`src/rtl/rv_ctrl_pkg.sv`:
```
// ---------------------------------------------------------------------------
// rv_ctrl_pkg
// Shared definitions for the multi-cycle RV32I control unit: base opcodes,
// FSM state enum, datapath select encodings and trap cause codes.
// Optional feature macro used by the importing RTL: RV_TRAP_EN.
// ---------------------------------------------------------------------------
package rv_ctrl_pkg;

    localparam logic [6:0] OP_R      = 7'b0110011;
    localparam logic [6:0] OP_IMM    = 7'b0010011;
    localparam logic [6:0] OP_LOAD   = 7'b0000011;
    localparam logic [6:0] OP_STORE  = 7'b0100011;
    localparam logic [6:0] OP_BRANCH = 7'b1100011;
    localparam logic [6:0] OP_JAL    = 7'b1101111;
    localparam logic [6:0] OP_JALR   = 7'b1100111;
    localparam logic [6:0] OP_LUI    = 7'b0110111;
    localparam logic [6:0] OP_AUIPC  = 7'b0010111;
    localparam logic [6:0] OP_SYSTEM = 7'b1110011;

    typedef enum logic [2:0] {
        S_RST, S_FETCH, S_DECODE, S_EXEC, S_MEM, S_WB, S_TRAP
    } state_t;

    localparam logic [1:0] PC_PLUS4 = 2'b00;
    localparam logic [1:0] PC_ALU   = 2'b01;
    localparam logic [1:0] PC_TRAP  = 2'b10;

    localparam logic [2:0] IMM_I = 3'b000;
    localparam logic [2:0] IMM_S = 3'b001;
    localparam logic [2:0] IMM_B = 3'b010;
    localparam logic [2:0] IMM_J = 3'b011;
    localparam logic [2:0] IMM_U = 3'b100;

    localparam logic [1:0] WB_MEM = 2'b00;
    localparam logic [1:0] WB_ALU = 2'b01;
    localparam logic [1:0] WB_PC4 = 2'b10;

    localparam logic [1:0] ALU_ADD   = 2'b00;
    localparam logic [1:0] ALU_SUB   = 2'b01;
    localparam logic [1:0] ALU_FUNCT = 2'b10;
    localparam logic [1:0] ALU_PASSB = 2'b11;

    localparam logic [1:0] CAUSE_ILLEGAL = 2'b00;
    localparam logic [1:0] CAUSE_ECALL   = 2'b01;
    localparam logic [1:0] CAUSE_TIMEOUT = 2'b10;

    // Opcodes that execute normally; SYSTEM is deliberately excluded.
    function automatic logic op_is_legal(input logic [6:0] op);
        case (op)
            OP_R, OP_IMM, OP_LOAD, OP_STORE, OP_BRANCH,
            OP_JAL, OP_JALR, OP_LUI, OP_AUIPC: return 1'b1;
            default:                           return 1'b0;
        endcase
    endfunction

endpackage

```
`src/rtl/rv_branch_resolve.sv`:
```
// ---------------------------------------------------------------------------
// rv_branch_resolve
// Resolves the branch condition from funct3 and the datapath comparator.
//   funct3  in  3  latched branch funct3
//   br_eq   in  1  operands equal
//   br_lt   in  1  rs1 < rs2 (signedness chosen by br_un)
//   taken   out 1  branch condition holds
//   br_un   out 1  request unsigned compare (BLTU/BGEU)
// ---------------------------------------------------------------------------
module rv_branch_resolve (
    input  logic [2:0] funct3,
    input  logic       br_eq,
    input  logic       br_lt,
    output logic       taken,
    output logic       br_un
);

    always_comb begin
        case (funct3)
            3'b000:         taken = br_eq;
            3'b001:         taken = !br_eq;
            3'b100, 3'b110: taken = br_lt;
            3'b101, 3'b111: taken = !br_lt;
            default:        taken = 1'b0;
        endcase
    end

    assign br_un = funct3[1];

endmodule

```
`src/rtl/rv_multicycle_ctrl.sv`:
```
// ---------------------------------------------------------------------------
// rv_multicycle_ctrl
// Multi-cycle RV32I control FSM (RST/FETCH/DECODE/EXEC/MEM/WB/TRAP) driving
// the datapath selects and a shared instruction/data memory handshake.
// Optional feature macro: RV_TRAP_EN (trap state, SYSTEM/illegal trapping and
// memory wait timeout). Without it illegal/SYSTEM opcodes retire as NOPs.
// Parameters: DECODE_STAGE (1 = separate DECODE state), MEM_WAIT_MAX
// (timeout in wait cycles, 0 = none; only meaningful with RV_TRAP_EN).
// Ports:
//   clk, rst_n               clock, async active-low reset
//   instr[31:0]              memory read data (instruction in FETCH)
//   mem_ready                memory completes current request
//   br_eq, br_lt             comparator results
//   mem_req, mem_we          memory request / store
//   mem_addr_sel             0 = PC, 1 = ALU result
//   ir_we, pc_we, pc_sel     IR load, PC update and PC source
//   imm_sel, a_sel, b_sel    immediate type and ALU operand selects
//   alu_op, br_un, wb_sel    ALU mode, unsigned compare, writeback source
//   reg_wen                  register file write
//   trap, trap_cause         trap strobe and cause
// ---------------------------------------------------------------------------
module rv_multicycle_ctrl
    import rv_ctrl_pkg::*;
#(
    parameter int DECODE_STAGE = 1,
    parameter int MEM_WAIT_MAX = 0
) (
    input  logic        clk,
    input  logic        rst_n,
    input  logic [31:0] instr,
    input  logic        mem_ready,
    input  logic        br_eq,
    input  logic        br_lt,
    output logic        mem_req,
    output logic        mem_we,
    output logic        mem_addr_sel,
    output logic        ir_we,
    output logic        pc_we,
    output logic [1:0]  pc_sel,
    output logic [2:0]  imm_sel,
    output logic        a_sel,
    output logic        b_sel,
    output logic [1:0]  alu_op,
    output logic        br_un,
    output logic [1:0]  wb_sel,
    output logic        reg_wen,
    output logic        trap,
    output logic [1:0]  trap_cause
);

    state_t     r_state;
    logic [6:0] r_opcode;
    logic [2:0] r_funct3;

    logic w_taken, w_br_un, w_legal, w_system, w_timeout;
    logic w_is_load, w_is_store, w_is_branch, w_is_jump;
    logic w_unused_instr;

    // Only opcode and funct3 are needed by the controller.
    assign w_unused_instr = ^{instr[31:15], instr[11:7]};

    assign w_legal     = op_is_legal(r_opcode);
    assign w_system    = (r_opcode == OP_SYSTEM);
    assign w_is_load   = (r_opcode == OP_LOAD);
    assign w_is_store  = (r_opcode == OP_STORE);
    assign w_is_branch = (r_opcode == OP_BRANCH);
    assign w_is_jump   = (r_opcode == OP_JAL) || (r_opcode == OP_JALR);

    rv_branch_resolve u_branch (
        .funct3 (r_funct3),
        .br_eq  (br_eq),
        .br_lt  (br_lt),
        .taken  (w_taken),
        .br_un  (w_br_un)
    );

`ifdef RV_TRAP_EN
    localparam state_t BAD_OP_NEXT = S_TRAP;
    localparam logic   BAD_OP_NOP  = 1'b0;
    localparam int     CNT_W       = (MEM_WAIT_MAX > 0) ? $clog2(MEM_WAIT_MAX + 1) : 1;

    logic [CNT_W-1:0] r_wait_cnt;
    logic [1:0]       r_cause;
    logic             w_waiting;

    assign w_waiting = ((r_state == S_FETCH) || (r_state == S_MEM)) && !mem_ready;
    // Trip on the wait cycle that brings the count up to MEM_WAIT_MAX.
    assign w_timeout = (MEM_WAIT_MAX > 0) && w_waiting &&
                       (r_wait_cnt == CNT_W'(MEM_WAIT_MAX - 1));
`else
    localparam state_t BAD_OP_NEXT = S_FETCH;
    localparam logic   BAD_OP_NOP  = 1'b1;

    logic w_unused_cfg;
    assign w_unused_cfg = (MEM_WAIT_MAX != 0);
    assign w_timeout    = 1'b0;
`endif

    always_ff @(posedge clk or negedge rst_n) begin
        if (!rst_n) begin
            r_state  <= S_RST;
            r_opcode <= '0;
            r_funct3 <= '0;
`ifdef RV_TRAP_EN
            r_wait_cnt <= '0;
            r_cause    <= CAUSE_ILLEGAL;
`endif
        end else begin
`ifdef RV_TRAP_EN
            r_wait_cnt <= w_waiting ? r_wait_cnt + 1'b1 : '0;
            // Cause tracks the reason every cycle and freezes while trapping.
            if (r_state != S_TRAP)
                r_cause <= w_timeout ? CAUSE_TIMEOUT :
                           (w_system ? CAUSE_ECALL : CAUSE_ILLEGAL);
`endif
            case (r_state)
                S_RST: r_state <= S_FETCH;
                S_FETCH: begin
                    if (mem_ready) begin
                        r_opcode <= instr[6:0];
                        r_funct3 <= instr[14:12];
                        r_state  <= (DECODE_STAGE != 0) ? S_DECODE : S_EXEC;
                    end else if (w_timeout) begin
                        r_state <= S_TRAP;
                    end
                end
                S_DECODE: r_state <= w_legal ? S_EXEC : BAD_OP_NEXT;
                S_EXEC: begin
                    if (!w_legal)                     r_state <= BAD_OP_NEXT;
                    else if (w_is_load || w_is_store) r_state <= S_MEM;
                    else if (w_is_branch)             r_state <= S_FETCH;
                    else                              r_state <= S_WB;
                end
                S_MEM: begin
                    if (mem_ready)      r_state <= w_is_load ? S_WB : S_FETCH;
                    else if (w_timeout) r_state <= S_TRAP;
                end
                S_WB, S_TRAP: r_state <= S_FETCH;
                default:      r_state <= S_RST;
            endcase
        end
    end

    always_comb begin
        mem_req      = 1'b0;
        mem_we       = 1'b0;
        mem_addr_sel = 1'b0;
        ir_we        = 1'b0;
        pc_we        = 1'b0;
        pc_sel       = PC_PLUS4;
        imm_sel      = IMM_I;
        a_sel        = 1'b0;
        b_sel        = 1'b0;
        alu_op       = ALU_ADD;
        br_un        = 1'b0;
        wb_sel       = WB_MEM;
        reg_wen      = 1'b0;
        trap         = 1'b0;
        trap_cause   = CAUSE_ILLEGAL;

        // Datapath selects follow the latched opcode from DECODE through WB.
        if (r_state inside {S_DECODE, S_EXEC, S_MEM, S_WB}) begin
            case (r_opcode)
                OP_R:      begin alu_op = ALU_FUNCT; wb_sel = WB_ALU; end
                OP_IMM:    begin b_sel = 1'b1; alu_op = ALU_FUNCT; wb_sel = WB_ALU; end
                OP_LOAD:   begin b_sel = 1'b1; end
                OP_STORE:  begin b_sel = 1'b1; imm_sel = IMM_S; wb_sel = WB_ALU; end
                OP_BRANCH: begin
                    a_sel = 1'b1; b_sel = 1'b1; imm_sel = IMM_B;
                    br_un = w_br_un; wb_sel = WB_ALU;
                end
                OP_JAL:    begin a_sel = 1'b1; b_sel = 1'b1; imm_sel = IMM_J; wb_sel = WB_PC4; end
                OP_JALR:   begin b_sel = 1'b1; wb_sel = WB_PC4; end
                OP_LUI:    begin b_sel = 1'b1; alu_op = ALU_PASSB; imm_sel = IMM_U; wb_sel = WB_ALU; end
                OP_AUIPC:  begin a_sel = 1'b1; b_sel = 1'b1; imm_sel = IMM_U; wb_sel = WB_ALU; end
                default: ;
            endcase
        end

        case (r_state)
            S_FETCH: begin
                mem_req = 1'b1;
                ir_we   = mem_ready;
            end
            S_DECODE: begin
                if (!w_legal) pc_we = BAD_OP_NOP;
            end
            S_EXEC: begin
                if (!w_legal) begin
                    pc_we = BAD_OP_NOP;
                end else if (w_is_branch) begin
                    pc_we  = 1'b1;
                    pc_sel = w_taken ? PC_ALU : PC_PLUS4;
                end
            end
            S_MEM: begin
                mem_req      = 1'b1;
                mem_addr_sel = 1'b1;
                mem_we       = w_is_store;
                pc_we        = w_is_store && mem_ready;
            end
            S_WB: begin
                reg_wen = 1'b1;
                pc_we   = 1'b1;
                pc_sel  = w_is_jump ? PC_ALU : PC_PLUS4;
            end
`ifdef RV_TRAP_EN
            S_TRAP: begin
                trap       = 1'b1;
                trap_cause = r_cause;
                pc_we      = 1'b1;
                pc_sel     = PC_TRAP;
            end
`endif
            default: ;
        endcase
    end

endmodule

```
`config.mk`:
```
export PLATFORM = sky130hd
export DESIGN_NAME = rv_multicycle_ctrl
export DESIGN_NICKNAME = d
export VERILOG_FILES = /design/src/rtl/rv_ctrl_pkg.sv /design/src/rtl/rv_branch_resolve.sv /design/src/rtl/rv_multicycle_ctrl.sv
export SDC_FILE = /design/constraint.sdc
export NUM_CORES = 1
export LEC_CHECK = 0
export ABC_AREA = 1
export CAP_MARGIN = 15
export CORE_MARGIN = 8
export CORE_UTILIZATION = 40
export CTS_CLUSTER_SIZE = 25
export DETAILED_ROUTE_END_ITERATION = 6
export GPL_TIMING_DRIVEN = 0
export PLACE_DENSITY = 0.85
export SLEW_MARGIN = 30
export SYNTH_ARGS = -nofsm -noshare
export SYNTH_HDL_FRONTEND = slang
export SYNTH_HIERARCHICAL = 1
export SYNTH_SLANG_ARGS = --single-unit
```
`constraint.sdc`:
```
create_clock -name clk -period 2.46 [get_ports clk]
set_clock_uncertainty 0.1 [all_clocks]
set_input_delay 0.492 -clock clk [delete_from_list [all_inputs] [get_ports clk]]
set_output_delay 0.492 -clock clk [all_outputs]
set_load 0.01 [all_outputs]
```
==> flow_summary.yaml, run 1 <==
status:
  outcome: "completed"
routing:
  route.detailed.drc: 0
  dr_total_vias: 977
  viasPerCell: 4.50
  drtAntennaViolNets: 0
  routed_wl_um: 2210
  drt-pass1-iter-count: 4
  drt_iter0_markers: 28
  wl_per_cell_um: 10.2
synth:
  synth_compound_area_share_pct: 9.95
  synth_cells: 146
  synth_cell_types: 22
  synthXorXnorAreaFrac_pct: 0
  synth_top_family_by_area: "simple AND/OR/NAND/NOR gates"
  yosysWarnings: 6
  syn-cell-area_um2: 968
  ys_seq_area_share_pct: 33.6
  synthMuxAreaShare_pct: 0
  synthSimpleGateAreaFrac_pct: 42.9
  ys_ff_latch: 13
  synthAdderAreaFrac_pct: 0
  postSynthAreaPerCell_um2: 6.63
placement:
  postPlaceCellArea_mm2: 0.00133
  hpwl_um: 1840
  port_buffers: 31
  globalplace.congestion: 0.800
cts:
  cts_max_level: 1
  cts.clk_slew.worst_paths_ns: 0.08
  cts_tree: "done"
  cts_inserted_buffers: 3
  clock-sinks: 13
  cts_hold_buf: 0
  clk_latency_ns: 0.28
  root_buffer: "clkbuf_4"
  clock_path_buffers: 2
worst_setup_path:
  crit_buf_inv: 3
  r2r-start: "r_state[1]"
  worst_ep_required_time_ns: 1.87
  crit_path_start: "r_state[1]"
  max_stage_delay_ns: 0.53
  worstSetupPathType: "flip-flop to output pin"
  critPathSlowestCell: "clkdlybuf4s50_1"
  endpoint_kind: "output pin"
  cp-start-kind: "flip-flop"
  crit_family: "buffers and inverters"
  worstPathMaxFanout: 3
  crit_chain: "buf_4 -> nor3_2 -> inv_2 -> nand2_1 -> clkdlybuf4s50_1"
  arrival_ns: 1.74
power_and_ir_drop:
  p_leak_uw: 0.000852
  power_density_mw_per_mm2: 829
  ir_worst_vdd_uv: 509
grt:
  grt_max_degree: 14
  grt_pass1_vias: 943
  grt_pass1_wl_um: 3880
  overflow: 0
  antenna_found_initial: 0
  grt_usage_pct: 11.1
sta:
  finalHoldViolCount: 0
  hold_slack_ns: 0.428
  post-route-period-util_pct: 94.6
  fmax_mhz: 430
  grt_setup_unrepaired: "no"
  maxSlewViolCount: 0
  period_minus_slack_ns: 2.33
  timing.slew.headroom_pct: 61.1
  tightest_slew_ns: 0.581
  finalSetupViolations: 0
floorplanning:
  rows: 18
  core_mm2: 0.00239
  dieArea_mm2: 0.00425
  io_pins: 58
  initial_core_util_pct: 40.6
  dieHeight_um: 65.2
  die_width_um: 65.2
final_layout:
  syn_to_final_growth_pct: 44.3
  n_fill_cell: 235
  fin_area_mm2: 0.00140
  final_nets: 225
  diodes: 0
  drive_above_1_share_pct: 21.9
min_path:
  min_path_type: "flip-flop to flip-flop"
  hp-start: "r_funct3[2]"
flow_run:
  cap_violations: 0
==> metrics by stage <==
step | TNS [ns] | util [%] | total power (uW) | instances | worst slack, ns
2_1_floorplan | 0 | - | 825 | 149 | 0.697
3_3_place_gp | -0.153 | 55.6 | 990 | 210 | -0.153
3_5_place_dp | -0.159 | 55.6 | 1010 | 210 | -0.159
4_1_cts | 0 | 57.7 | 1170 | 216 | 0.0316
5_1_grt | 0 | 58.5 | 1280 | 217 | 0.0420
6_report | 0 | 58.5 | 1160 | 217 | 0.132
==> cells in the mapped netlist (all sizes together) <==
master	count	share of area (%)
nand2	55	23
nor2	24	14
inv	22	8.5
dfrtp	13	34
o21ai	9	4.7
buf	6	4.7
a21oi	4	2.1
nand3	4	2.6
nor3	4	3.1
a211oi	1	0.78
a22o	1	0.90
conb	1	0.39
o22ai	1	0.65
o32ai	1	0.90
==> routing by layer <==
| metal | routed length, um | vias up | global-route usage (%) | share of wire [%] |
|---|---|---|---|---|
| met5 | 0 | - | 0 | 0 |
| met4 | 15 | 0 | 5.72 | 0.68 |
| met3 | 196 | 2 | 3.23 | 8.9 |
| met2 | 1010 | 30 | 18.2 | 46 |
| met1 | 992 | 420 | 12.9 | 45 |
| li1 | - | 525 | - | - |
==> worst paths after layout <==
| check | endpoint | cells past startpoint | slack (ns) |
|---|---|---|---|
| worst max-delay path | mem_req | 5 | 0.13 |
| worst min-delay path | r_funct3[2] | 2 | 0.43 |
| worst max register to register | r_opcode[1] | 8 | 0.90 |
| worst min register to register | r_funct3[2] | 2 | 0.43 |
| max in group asynchronous | r_opcode[5] | 1 | 1.37 |
| min in group asynchronous | r_opcode[2] | 1 | 0.48 |
==> worst register-to-register path, stage by stage, from the launching register on <==
cell and delay, ns:
dfrtp_1 0.42, buf_4 0.15, nor3_2 0.21, inv_2 0.09, nor2_4 0.13, buf_4 0.15
inv_1 0.09, nand2_1 0.08, nand2_1 0.05
==> what timing repair did <==
item,4_1_cts,5_1_grt
pin swaps,1,1
buffers inserted,2,1
endpoints found under the setup margin,9,7
resized for setup,12,9
==> cell usage in the layout, fill, tap and decap left out, drive strengths merged <==
| cell type | netlist | final |
|---|---|---|
| nand2 | 55 | 55 |
| nor2 | 24 | 24 |
| inv | 22 | 22 |
| clkdlybuf4s50 | 0 | 17 |
| dfrtp | 13 | 13 |
| buf | 6 | 9 |
| o21ai | 9 | 9 |
| dlygate4sd2 | 0 | 7 |
| dlymetal6s2s | 0 | 6 |
| a21oi | 4 | 4 |
| conb | 1 | 4 |
| nand3 | 4 | 4 |
| clkbuf | 0 | 4 |
| nor3 | 4 | 4 |
| a211oi | 1 | 1 |
| a22o | 1 | 1 |
| o32ai | 1 | 1 |
| o22ai | 1 | 1 |
| clkinv | 0 | 1 |
==> cell type report <==
| cell class | instances | area [um2] | share of cell area (%) |
|---|---|---|---|
| timing repair buffer | 34 | 334 | 23.9 |
| multi-input combinational | 108 | 544 | 38.9 |
| clock buffer | 3 | 22.5 | 1.61 |
| clock inverter | 1 | 5.00 | 0.358 |
| sequential | 13 | 327 | 23.4 |
| buffer | 6 | 45.0 | 3.22 |
| tap | 30 | 37.5 | 2.69 |
| inverter | 22 | 82.6 | 5.91 |
==> logic make-up after synthesis <==
group                  after synthesis
AO/OA/AOI/OAI                       17
buffers and inverters               28
flip-flops                          13
AND/OR/NAND/NOR                     87
other                                1
==> power by group <==
group	switching (uW)	internal, uW	leakage, uW
logic	380	241	0.000674
clock network	72.9	60.3	0.0000177
registers	92.1	313	0.000160
total	545	614	0.000852
==> state kept, by name, summed over array words and instances (netlist names) <==
register and flops:
r_funct3 3, r_opcode 7, r_state 3
(Power assumes the default switching activity.)
==> run 2, diff against run 1 <==
--- a/config.mk
+++ b/config.mk
@@ -6,6 +6,7 @@
 export NUM_CORES = 1
 export LEC_CHECK = 0
 export ABC_AREA = 1
+export ABC_CLOCK_PERIOD_IN_PS = 2460
 export CAP_MARGIN = 15
 export CORE_MARGIN = 8
 export CORE_UTILIZATION = 40
==> results of run 2 <==
No change in the layout: final DEF, timing and power equal those of run 1.
==> run 3, diff against run 2 <==
--- a/config.mk
+++ b/config.mk
@@ -13,6 +13,7 @@
 export CTS_CLUSTER_SIZE = 25
 export DETAILED_ROUTE_END_ITERATION = 6
 export GPL_TIMING_DRIVEN = 0
+export HOLD_SLACK_MARGIN = 0.02
 export PLACE_DENSITY = 0.85
 export SLEW_MARGIN = 30
 export SYNTH_ARGS = -nofsm -noshare
==> results of run 3 <==
No change in the layout: final DEF, timing and power equal those of run 1.
